$ cat src/rtl/shift_sched_pkg.sv
// Shared constants, FSM state type and bit-reverse helper for the shift scheduler.
package shift_sched_pkg;

  localparam int DATA_W  = 16;
  localparam int SHAMT_W = 4;

  typedef enum logic [1:0] {
    IDLE  = 2'd0,
    PASS1 = 2'd1,
    PASS2 = 2'd2,
    DONE  = 2'd3
  } state_e;

  function automatic logic [15:0] bitrev16(input logic [15:0] x);
    logic [15:0] y;
    for (int i = 0; i < 16; i++) begin
      y[i] = x[15-i];
    end
    return y;
  endfunction

endpackage

$ cat src/rtl/barrel_right.sv
// Combinational logical right barrel shifter: one conditional power-of-two stage per shamt bit.
module barrel_right #(
  parameter int DATA_W  = 16,
  parameter int SHAMT_W = 4
) (
  input  logic [DATA_W-1:0]  din,
  input  logic [SHAMT_W-1:0] shamt,
  output logic [DATA_W-1:0]  dout
);

  logic [DATA_W-1:0] stage [SHAMT_W+1];

  assign stage[0] = din;

  for (genvar gi = 0; gi < SHAMT_W; gi++) begin : g_stage
    assign stage[gi+1] = shamt[gi] ? (stage[gi] >> (1 << gi)) : stage[gi];
  end

  assign dout = stage[SHAMT_W];

endmodule

$ cat src/rtl/shift_sched.sv
// Round-robin two-requester scheduler around one shared barrel_right instance.
// Define SHIFT_SCHED_ROTATE_EN to honour reqN_rot (rotate = right shift + reversed left pass).
module shift_sched #(
  parameter int DATA_W  = 16,
  parameter int SHAMT_W = 4
) (
  input  logic               clk,
  input  logic               rst,
  input  logic               req0_valid,
  output logic               req0_ready,
  input  logic [DATA_W-1:0]  req0_data,
  input  logic [SHAMT_W-1:0] req0_shamt,
  input  logic               req0_rot,
  input  logic               req1_valid,
  output logic               req1_ready,
  input  logic [DATA_W-1:0]  req1_data,
  input  logic [SHAMT_W-1:0] req1_shamt,
  input  logic               req1_rot,
  output logic               rsp0_valid,
  input  logic               rsp0_ready,
  output logic [DATA_W-1:0]  rsp0_data,
  output logic               rsp1_valid,
  input  logic               rsp1_ready,
  output logic [DATA_W-1:0]  rsp1_data
);

  import shift_sched_pkg::*;

  state_e             state_q, state_d;
  logic               last_grant_q, last_grant_d;
  logic               owner_q, owner_d;
  logic [DATA_W-1:0]  op_data_q, op_data_d;
  logic [SHAMT_W-1:0] op_shamt_q, op_shamt_d;
  logic [DATA_W-1:0]  res_q, res_d;

  logic               gnt;
  logic               gnt_any;
  logic               req_fire;
  logic               rsp_fire;
  logic [DATA_W-1:0]  sh_in;
  logic [SHAMT_W-1:0] sh_amt;
  logic [DATA_W-1:0]  sh_out;

`ifdef SHIFT_SCHED_ROTATE_EN
  logic op_rot_q, op_rot_d;
`else
  logic unused_rot;
  assign unused_rot = req0_rot ^ req1_rot;
`endif

  // On a tie the requester that did not win last time is granted.
  assign gnt_any    = req0_valid | req1_valid;
  assign gnt        = (req0_valid & req1_valid) ? ~last_grant_q : req1_valid;
  assign req0_ready = (state_q == IDLE) & gnt_any & ~gnt;
  assign req1_ready = (state_q == IDLE) & gnt_any & gnt;
  assign req_fire   = req0_ready | req1_ready;

  assign rsp0_valid = (state_q == DONE) & ~owner_q;
  assign rsp1_valid = (state_q == DONE) & owner_q;
  assign rsp0_data  = res_q;
  assign rsp1_data  = res_q;
  assign rsp_fire   = owner_q ? rsp1_ready : rsp0_ready;

  always_comb begin
    sh_in  = op_data_q;
    sh_amt = op_shamt_q;
`ifdef SHIFT_SCHED_ROTATE_EN
    // Second pass builds op_data << (16 - s) by shifting the reversed operand right.
    if (state_q == PASS2) begin
      sh_in  = bitrev16(op_data_q);
      sh_amt = -op_shamt_q;
    end
`endif
  end

  barrel_right #(
    .DATA_W  (DATA_W),
    .SHAMT_W (SHAMT_W)
  ) u_barrel_right (
    .din   (sh_in),
    .shamt (sh_amt),
    .dout  (sh_out)
  );

  always_comb begin
    state_d      = state_q;
    last_grant_d = last_grant_q;
    owner_d      = owner_q;
    op_data_d    = op_data_q;
    op_shamt_d   = op_shamt_q;
    res_d        = res_q;
`ifdef SHIFT_SCHED_ROTATE_EN
    op_rot_d     = op_rot_q;
`endif
    case (state_q)
      IDLE: begin
        if (req_fire) begin
          owner_d      = gnt;
          last_grant_d = gnt;
          op_data_d    = gnt ? req1_data : req0_data;
          op_shamt_d   = gnt ? req1_shamt : req0_shamt;
`ifdef SHIFT_SCHED_ROTATE_EN
          op_rot_d     = gnt ? req1_rot : req0_rot;
`endif
          state_d      = PASS1;
        end
      end
      PASS1: begin
        res_d   = sh_out;
        state_d = DONE;
`ifdef SHIFT_SCHED_ROTATE_EN
        if (op_rot_q && (op_shamt_q != '0)) begin
          state_d = PASS2;
        end
`endif
      end
`ifdef SHIFT_SCHED_ROTATE_EN
      PASS2: begin
        res_d   = res_q | bitrev16(sh_out);
        state_d = DONE;
      end
`endif
      DONE: begin
        if (rsp_fire) begin
          state_d = IDLE;
        end
      end
      default: state_d = IDLE;
    endcase
  end

  always_ff @(posedge clk) begin
    if (rst) begin
      state_q      <= IDLE;
      last_grant_q <= 1'b1;
      owner_q      <= 1'b0;
      op_data_q    <= '0;
      op_shamt_q   <= '0;
      res_q        <= '0;
`ifdef SHIFT_SCHED_ROTATE_EN
      op_rot_q     <= 1'b0;
`endif
    end else begin
      state_q      <= state_d;
      last_grant_q <= last_grant_d;
      owner_q      <= owner_d;
      op_data_q    <= op_data_d;
      op_shamt_q   <= op_shamt_d;
      res_q        <= res_d;
`ifdef SHIFT_SCHED_ROTATE_EN
      op_rot_q     <= op_rot_d;
`endif
    end
  end

endmodule

$ cat config.mk
export PLATFORM = sky130hd
export DESIGN_NAME = shift_sched
export DESIGN_NICKNAME = d
export VERILOG_FILES = /design/src/rtl/shift_sched_pkg.sv /design/src/rtl/barrel_right.sv /design/src/rtl/shift_sched.sv
export SDC_FILE = /design/constraint.sdc
export NUM_CORES = 1
export LEC_CHECK = 0
export ABC_AREA = 1
export BUFFER_PORTS_ARGS = -buffer_cell sky130_fd_sc_hd__buf_2
export CELL_PAD_IN_SITES_DETAIL_PLACEMENT = 0
export CELL_PAD_IN_SITES_GLOBAL_PLACEMENT = 2
export CORE_MARGIN = 2
export CORE_UTILIZATION = 23
export DETAILED_ROUTE_END_ITERATION = 12
export PLACE_DENSITY_LB_ADDON = 0.1
export SLEW_MARGIN = 15
export SYNTH_ARGS = -nofsm -noshare
export SYNTH_HDL_FRONTEND = slang
export SYNTH_SLANG_ARGS = --single-unit
$ cat constraint.sdc
create_clock -name clk -period 1.2 [get_ports clk]
set_clock_uncertainty 0.15 [all_clocks]
set_input_delay 0.18 -clock clk [delete_from_list [all_inputs] [get_ports clk]]
set_output_delay 0.18 -clock clk [all_outputs]
set_load 0.005 [all_outputs]
-- After elaboration in Yosys (flattened, before gate mapping)
Index checks and enable logic that the tools add are counted.
- word-level logic and storage cells: 35
- output and inout port bits: 36
- bits of input ports: 48
- register bits: 40
- reduce and logical (&&, ||, !) cells: 3
- bitwise logic cells: 11
- eq/ne operators: 4
- muxes and demuxes: 11
- operators with widths (kind ; count):
    16-bit 2-to-1 mux ; 5
    1-bit AND ; 6
    2-bit case mux with 3 select lines ; 1
    2-bit 2-to-1 mux ; 2
    4-bit 2-to-1 mux ; 1
    2-bit inequality test, second input constant ; 2
    2-bit AND reduction ; 2
    1-bit NOT ; 3
    2-bit by 1-bit equality test with 1-bit output, second input constant ; 1
    2-bit equality test, second input constant ; 1
    2-bit zero test ; 1
    1-bit 2-to-1 mux ; 2
    1-bit bitwise OR ; 2

-- Longest topological paths before layout
Gate-level depths: netlist of the first run.
- word-level depth: 7
- gate-level depth with buffers: 11
- depth with buffers taken out: 9

-- Hierarchy
Synthesis of the first run repeated with hierarchy kept, for this count alone.
- cells, all modules: 424
- area total of the unflattened synthesis: 2598.7 µm²
- modules (own cells, without submodules) (module ; sequential area each (µm²) ; area each (µm²) ; times used ; cells each):
    shift_sched ; 800.8 ; 1891.8 ; 1 ; 273
    barrel_right ; 0.0 ; 706.9 ; 1 ; 151

-- Least setup slack after synthesis of the first run
No wires, ideal clock.
- path type: reg2reg
- start: register op_shamt_q[0]
- end: register res_q[0], in the netlist rsp0_data[0]
- library setup time: 109 ps
- data required time: 941 ps
- cell stages (with the launch flop): 12
- buffers on the path: 2
- path slack: -122 ps
- clock period less this slack: 1322 ps
- arrival: 1063 ps
- cells stage by stage: dfxtp_1 > buf_4 > inv_4 > buf_6 > nand2_1 > nand3_1 > nand2_1 > nand2_1 > nand3_1 > nand3_1 > nand2_1 > inv_1
- word-level cells in the longest chain between the ends: 4
- ends and longest elaborated chain (item ; RTL line ; source):
    from (decl) ; shift_sched.sv:33 ; logic [SHAMT_W-1:0] op_shamt_q, op_shamt_d;
    from (signal assigned) ; shift_sched.sv:148 ; op_shamt_q <= op_shamt_d;
    16-bit 2-to-1 mux (4 in a row) ; barrel_right.sv:16 ; assign stage[gi+1] = shamt[gi] ? (stage[gi] >> (1 << gi)) : stage[gi];
    to (signal assigned) ; shift_sched.sv:149 ; res_q <= res_d;
    to (decl) ; shift_sched.sv:34 ; logic [DATA_W-1:0] res_q, res_d;
Every way passes these cells.
A chain may end at the register's enable or synchronous reset.

-- Worst setup path in the final report of the first run
- start: register state_q[1]
- end: output req0_ready
- word-level cells in the longest chain between the ends: 3
- ends and longest elaborated chain (item ; RTL line ; source):
    from (decl) ; shift_sched.sv:29 ; state_e state_q, state_d;
    from (signal assigned) ; shift_sched.sv:144 ; state_q <= state_d;
    2-bit zero test ; shift_sched.sv:54 ; assign req0_ready = (state_q == IDLE) & gnt_any & ~gnt;
    1-bit AND (2 in a row) ; shift_sched.sv:54 ;
    to (decl) ; shift_sched.sv:10 ; output logic req0_ready,
Every way passes these cells.

==> results of run 1 <==
## cell usage after synthesis
| library cell | number | area (µm²) |
|---|---|---|
| clkinv_1 | 1 | 3.750 |
| nor2_8 | 1 | 20.02 |
| nand3_1 | 51 | 255.2 |
| o211ai_1 | 1 | 7.510 |
| nor2_1 | 6 | 22.52 |
| dfxtp_1 | 40 | 800.8 |
| a21boi_0 | 1 | 7.510 |
| inv_4 | 2 | 12.51 |
| a21oi_4 | 1 | 16.27 |
| a31oi_1 | 20 | 125.1 |
| buf_2 | 6 | 30.03 |
| buf_4 | 18 | 135.1 |
| nor3_1 | 2 | 10.01 |
| clkbuf_1 | 5 | 18.77 |
| a21oi_1 | 16 | 80.08 |
| o21a_1 | 1 | 7.510 |
| nor2_4 | 4 | 45.04 |
| a22oi_1 | 1 | 7.510 |
| inv_2 | 2 | 7.510 |
| o21ai_0 | 3 | 15.01 |
| nand2_1 | 154 | 578.1 |
| nand4_1 | 1 | 6.260 |
| inv_1 | 9 | 33.78 |
| o21ai_4 | 1 | 16.27 |
| buf_6 | 7 | 78.83 |
## cell families after synthesis
family,after synthesis,synth area share (%)
DFF,40,34.21
buffers and inverters,50,13.68
AOI/OAI and AO/OA,45,12.08
and+or+nand+nor,219,40.03
## metrics by stage
stage	std cells	TNS, ns	worst slack (ns)	utilization (%)
after floorplan	354	-1.500	-0.08954	-
after global placement	559	-6.865	-0.2458	30.07
after detailed placement	559	-6.826	-0.2388	30.07
after CTS	612	-10.51	-0.4382	40.01
after global routing	618	-13.92	-0.4744	44.23
final	618	-10.46	-0.4067	44.23
## final timing paths
check,start,to,slack (ns)
setup / recovery,state_q[1],req0_ready,-0.41
hold / removal,req1_data[12],op_data_q[12],-0.001
setup reg to reg,state_q[1],op_shamt_q[3],-0.30
hold reg to reg,rsp0_data[15],rsp0_data[15],0.33
## power by group through the flow
stage	logic, mW	clock network (mW)	registers (mW)
floorplan	1.07	0	1.64
global placement	1.58	0	1.67
detailed placement	1.57	0	1.67
CTS	2.10	1.28	1.68
global route	2.66	1.36	1.72
finish	2.44	1.24	1.69
## what timing repair did
action	in CTS	in global routing
endpoints found under the hold margin	16	0
endpoints found under the setup margin	43	46
hold buffers	30	0
pin swaps	42	38
cloned	4	2
resized for setup	110	73
buffers inserted	12	5
## cell type report
cell class	count	area, µm²	area share (%)
multi-input combinational	265	1883	43.36
timing repair buffer	156	1247	28.72
sequential	40	813.3	18.73
tap	133	166.4	3.832
clock buffer	7	96.34	2.218
inverter	14	86.33	1.988
clock inverter	1	30.03	0.6914
timing repair inverter	2	20.02	0.4610
## sequential cells by signal, indices dropped and copies added, names as in the netlist
name,count
rsp0_data,16
owner_q,1
last_grant_q,1
state_q,2
op_data_q,16
op_shamt_q,4
## metal layers
layer | vias up | part of all wire [%] | track usage (%)
met5 | - | 0 | 0
met1 | 1245 | 46 | 19.29
met4 | 0 | 1.2 | 4.095
met3 | 9 | 3.2 | 2.620
li1 | 1410 | - | -
met2 | 54 | 49 | 25.88
## worst min-delay path: stages
cell and delay, ns:
buf_2 0.10, nand2_2 0.05, a31oi_1 0.06
==> results.toml, run 1 <==
[worst_setup_path]
arrival_ns = 1.28
cp_max_fo = 3
crit_cells = 5
startpoint_type = "register"
crit_slowest_cell = "dfxtp_4"
critPathTopFamily = "flip-flops"
crit_path_end_kind = "primary output"
rr_worst_depth = 7
slowest_delay_ns = 0.36
crit_required_ns = 0.87
cp_num_buf_inv = 2
crit_type = "register to primary output"
crit_chain = "nor2_4 -> o21ai_4 -> a21oi_4 -> buf_12 -> buf_6"

[global_routing]
grt_pass1_vias = 2713
grt_pass1_wl_mm = 13.34
antenna_found_initial = 0
grt_max_degree = 21
grt_util_all_layers_pct = 15.05
gr-total-overflow = 0

[floorplan]
die_x_um = 104.9
num_rows = 36
die_area_um2 = 11000
initial_core_util_pct = 23.84
die_h_um = 104.9
core_area_um2 = 9819
io_pins = 84

[pwr]
power_frac_seq_pct = 31.4
p_int_mw = 3.378
clkPwrFrac_pct = 23.1
totalPowerFinal_mw = 5.368
switching_share_pct = 37.07
p_leak_nw = 1.946
powerDensity_nw_per_um2 = 1236
power.switching_mw = 1.990
peakVddDrop_mv = 0.4892
comb_power_share_pct = 45.5

[layout]
diodes = 0
area_growth_pct = 85.52
most-common-layout-cells = "95 x nand2_1, 79 x buf_2, 34 x nand2_2, 34 x dfxtp_1, 32 x nand3_2"
fin_nets = 532
drive_gt1_share_pct = 56.29
fin_area_um2 = 4343
final_common_cell = "nand2_1"
fill_cells = 1039

[outcome]
violations = "hold timing, setup timing"
status = "complete, but fails checks"

[yosys]
syn_area_um2 = 2341
ys_seq_area_share_pct = 34.21
yosysWarningCount = 0
syn-num-nets = 402
postSynthAreaPerCell_um2 = 6.613
ys_seq_elements = 40
synth_cell_types = 25
syn_inst = 354

[timing]
report.final.slew_viol_count = 0
relSlewSlack_pct = 72.84
rsz0062_at_grt = "true"
post-route-worst-setup-slack_ns = -0.4067
finalHoldViolations = 1
final-setup-viol-count = 44
worstMarginPinSlew_ns = 0.4069
max_freq_ghz = 0.6224
period_minus_slack_ns = 1.607
holdWs_ns = -0.001291
min_period_over_period_pct = 133.9

[detailed_routing]
firstDrtPassIters = 6
via_count = 2718
drt-initial-drc-count = 65
vias_per_cell = 4.398
drcViolationCount = 0
ant_nets = 0
wl_mm = 8.239
wl_per_cell_um = 13.33

[worst_hold_path]
min_path_cells = 3
min_path_type = "input port to register"

[job]
drv_cap = 0

[placed_design]
post_dp_cell_area_um2 = 2953
dp_hpwl_mm = 5.733
globalplace.congestion = 0.7348
io_buffers = 81

[clock_tree]
clock_path_buffers = 2
h-tree-depth = 2
insertion_delay_ns = 0.29
cts_tree = "yes"
cts-root-buf = "clkbuf_8"
numCtsBuffers = 5
cts.sinks = 40
path_clk_slew_ns = 0.08
Note: power is estimated with default switching activity, not from simulation.
==> run 2, diff against run 1 <==
Settings changed: GPL_ROUTABILITY_DRIVEN set to 0, PLACE_DENSITY set to 0.88, PLACE_DENSITY_LB_ADDON 0.1 to unset.
==> run 2 against run 1 <==
Against the previous run:
- final area shrank 12%
- clock-buffer cell count shrank 2
- critical path type unchanged
- clock power is 25% higher
- sequential power down 2%
- first-iteration DRC count is 28% higher
- the run ends with setup timing left
- highest routed layer unchanged
==> results.toml, run 2 (synthesized netlist as in run 1, its figures left out) <==
[pwr]
peakVddDrop_mv = 0.7228
p_leak_nw = 1.763
totalPowerFinal_mw = 5.166
clkPwrFrac_pct = 29.9
comb_power_share_pct = 38.1
p_int_mw = 3.469
powerDensity_nw_per_um2 = 1348
power.switching_mw = 1.696
power_frac_seq_pct = 32.0
switching_share_pct = 32.84

[detailed_routing]
vias_per_cell = 4.382
drt-initial-drc-count = 83
drcViolationCount = 0
ant_nets = 0
wl_per_cell_um = 12.47
via_count = 2704
firstDrtPassIters = 4
wl_mm = 7.695

[layout]
area_growth_pct = 63.71
fin_nets = 531
fill_cells = 1056
final_common_cell = "nand2_1"
drive_gt1_share_pct = 38.43
multi_input_area_um2 = 1409
seqCellArea_um2 = 812.0
most-common-layout-cells = "140 x nand2_1, 80 x buf_2, 39 x nand3_1"
diodes = 0

[placed_design]
dp_hpwl_mm = 5.392
io_buffers = 81

[clock_tree]
cts-root-buf = "clkbuf_8"
clock_path_buffers = 2
numCtsBuffers = 5
insertion_delay_ns = 0.29
cts_tree = "yes"
cts.sinks = 40
path_clk_slew_ns = 0.08
h-tree-depth = 2

[worst_setup_path]
crit_required_ns = 0.87
startpoint_type = "register"
crit_path_end_kind = "primary output"
arrival_ns = 1.19
cp_max_fo = 3
crit_type = "register to primary output"

[job]
drv_cap = 0

[timing]
min_period_over_period_pct = 126.5
post-route-worst-setup-slack_ns = -0.3185
finalSetupTns_ns = -9.849
final-setup-viol-count = 44
period_minus_slack_ns = 1.518
relSlewSlack_pct = 84.41
rsz0062_at_grt = "true"
max_freq_ghz = 0.6586
report.final.slew_viol_count = 0
worstMarginPinSlew_ns = 0.2314
finalHoldViolations = 0

[floorplan]
die_x_um = 104.9
die_h_um = 104.9
die_area_um2 = 11000
io_pins = 84
num_rows = 36
core_area_um2 = 9819
initial_core_util_pct = 23.84

[global_routing]
grt_pass1_wl_mm = 12.16
antenna_found_initial = 0
grt_max_degree = 20
grt_util_all_layers_pct = 13.66
grt_pass1_vias = 2575
gr-total-overflow = 0

[outcome]
violations = "setup timing"
status = "complete, but fails checks"

[worst_hold_path]
min_path_type = "input port to register"
==> run 2: metal layers <==
layer | up-vias | GRT usage (%) | part of all wire, %
met3 | 7 | 2.121 | 4.2
met4 | 0 | 3.429 | 0.86
li1 | 1410 | - | -
met1 | 1215 | 15.90 | 44
met5 | - | 0 | 0
met2 | 72 | 25.83 | 51
==> run 2: final timing paths <==
check                 from       endpoint  slack (ns)  cells past startpoint
min reg2reg  rsp0_data[12]  rsp0_data[12]        0.33                      2
max reg2reg     state_q[1]   rsp0_data[4]       -0.30                      7
min          req1_data[10]  op_data_q[10]       0.004                      3
max             state_q[1]     req1_ready       -0.32                      5
==> run 2: stage by stage <==
step                cell area [µm²]  hold WS [ns]  std cells  worst slack [ns]  utilization, %
floorplan                      2392        0.1797        354          -0.08954               -
global placement               2923        0.2942        555           -0.1812           29.77
detailed placement             2923        0.2935        555           -0.2222           29.77
CTS                            3667     0.0003039        610           -0.3258           37.35
global route                   3832      0.009387        617           -0.3991           39.03
finish                         3832      0.004052        617           -0.3185           39.03
==> run 2: worst max-delay path, cell delays in order, from the launching register on <==
cell and delay [ns]:
dfxtp_4 0.36, nor2_4 0.13, o21ai_4 0.09, nor2_4 0.12, buf_12 0.11, buf_6 0.08
==> run 2: layout make-up <==
cell class / instances / share of cell area [%]
Inverter: 14 / 1.861
Clock inverter: 3 / 2.351
Multi-Input combinational cell: 265 / 36.76
Clock buffer: 5 / 1.796
Timing Repair Buffer: 157 / 31.70
Sequential cell: 40 / 21.19
Tap cell: 133 / 4.342
==> run 2: what timing repair did <==
action / CTS / global route
cloned: 2 / 1
pin swaps: 19 / 12
setup endpoints to repair: 41 / 46
buffers inserted: 10 / 8
endpoints found under the hold margin: 20 / 0
gates resized for setup: 30 / 31
hold buffers: 35 / 0
==> run 2: power groups by stage <==
stage                     combinational, mW  clock (mW)  sequential (mW)
after floorplan                        1.07           0             1.64
after global placement                 1.50           0             1.67
after detailed placement               1.50           0             1.68
after CTS                              1.80        1.58             1.65
after global routing                   2.18        1.63             1.68
final                                  1.97        1.55             1.65
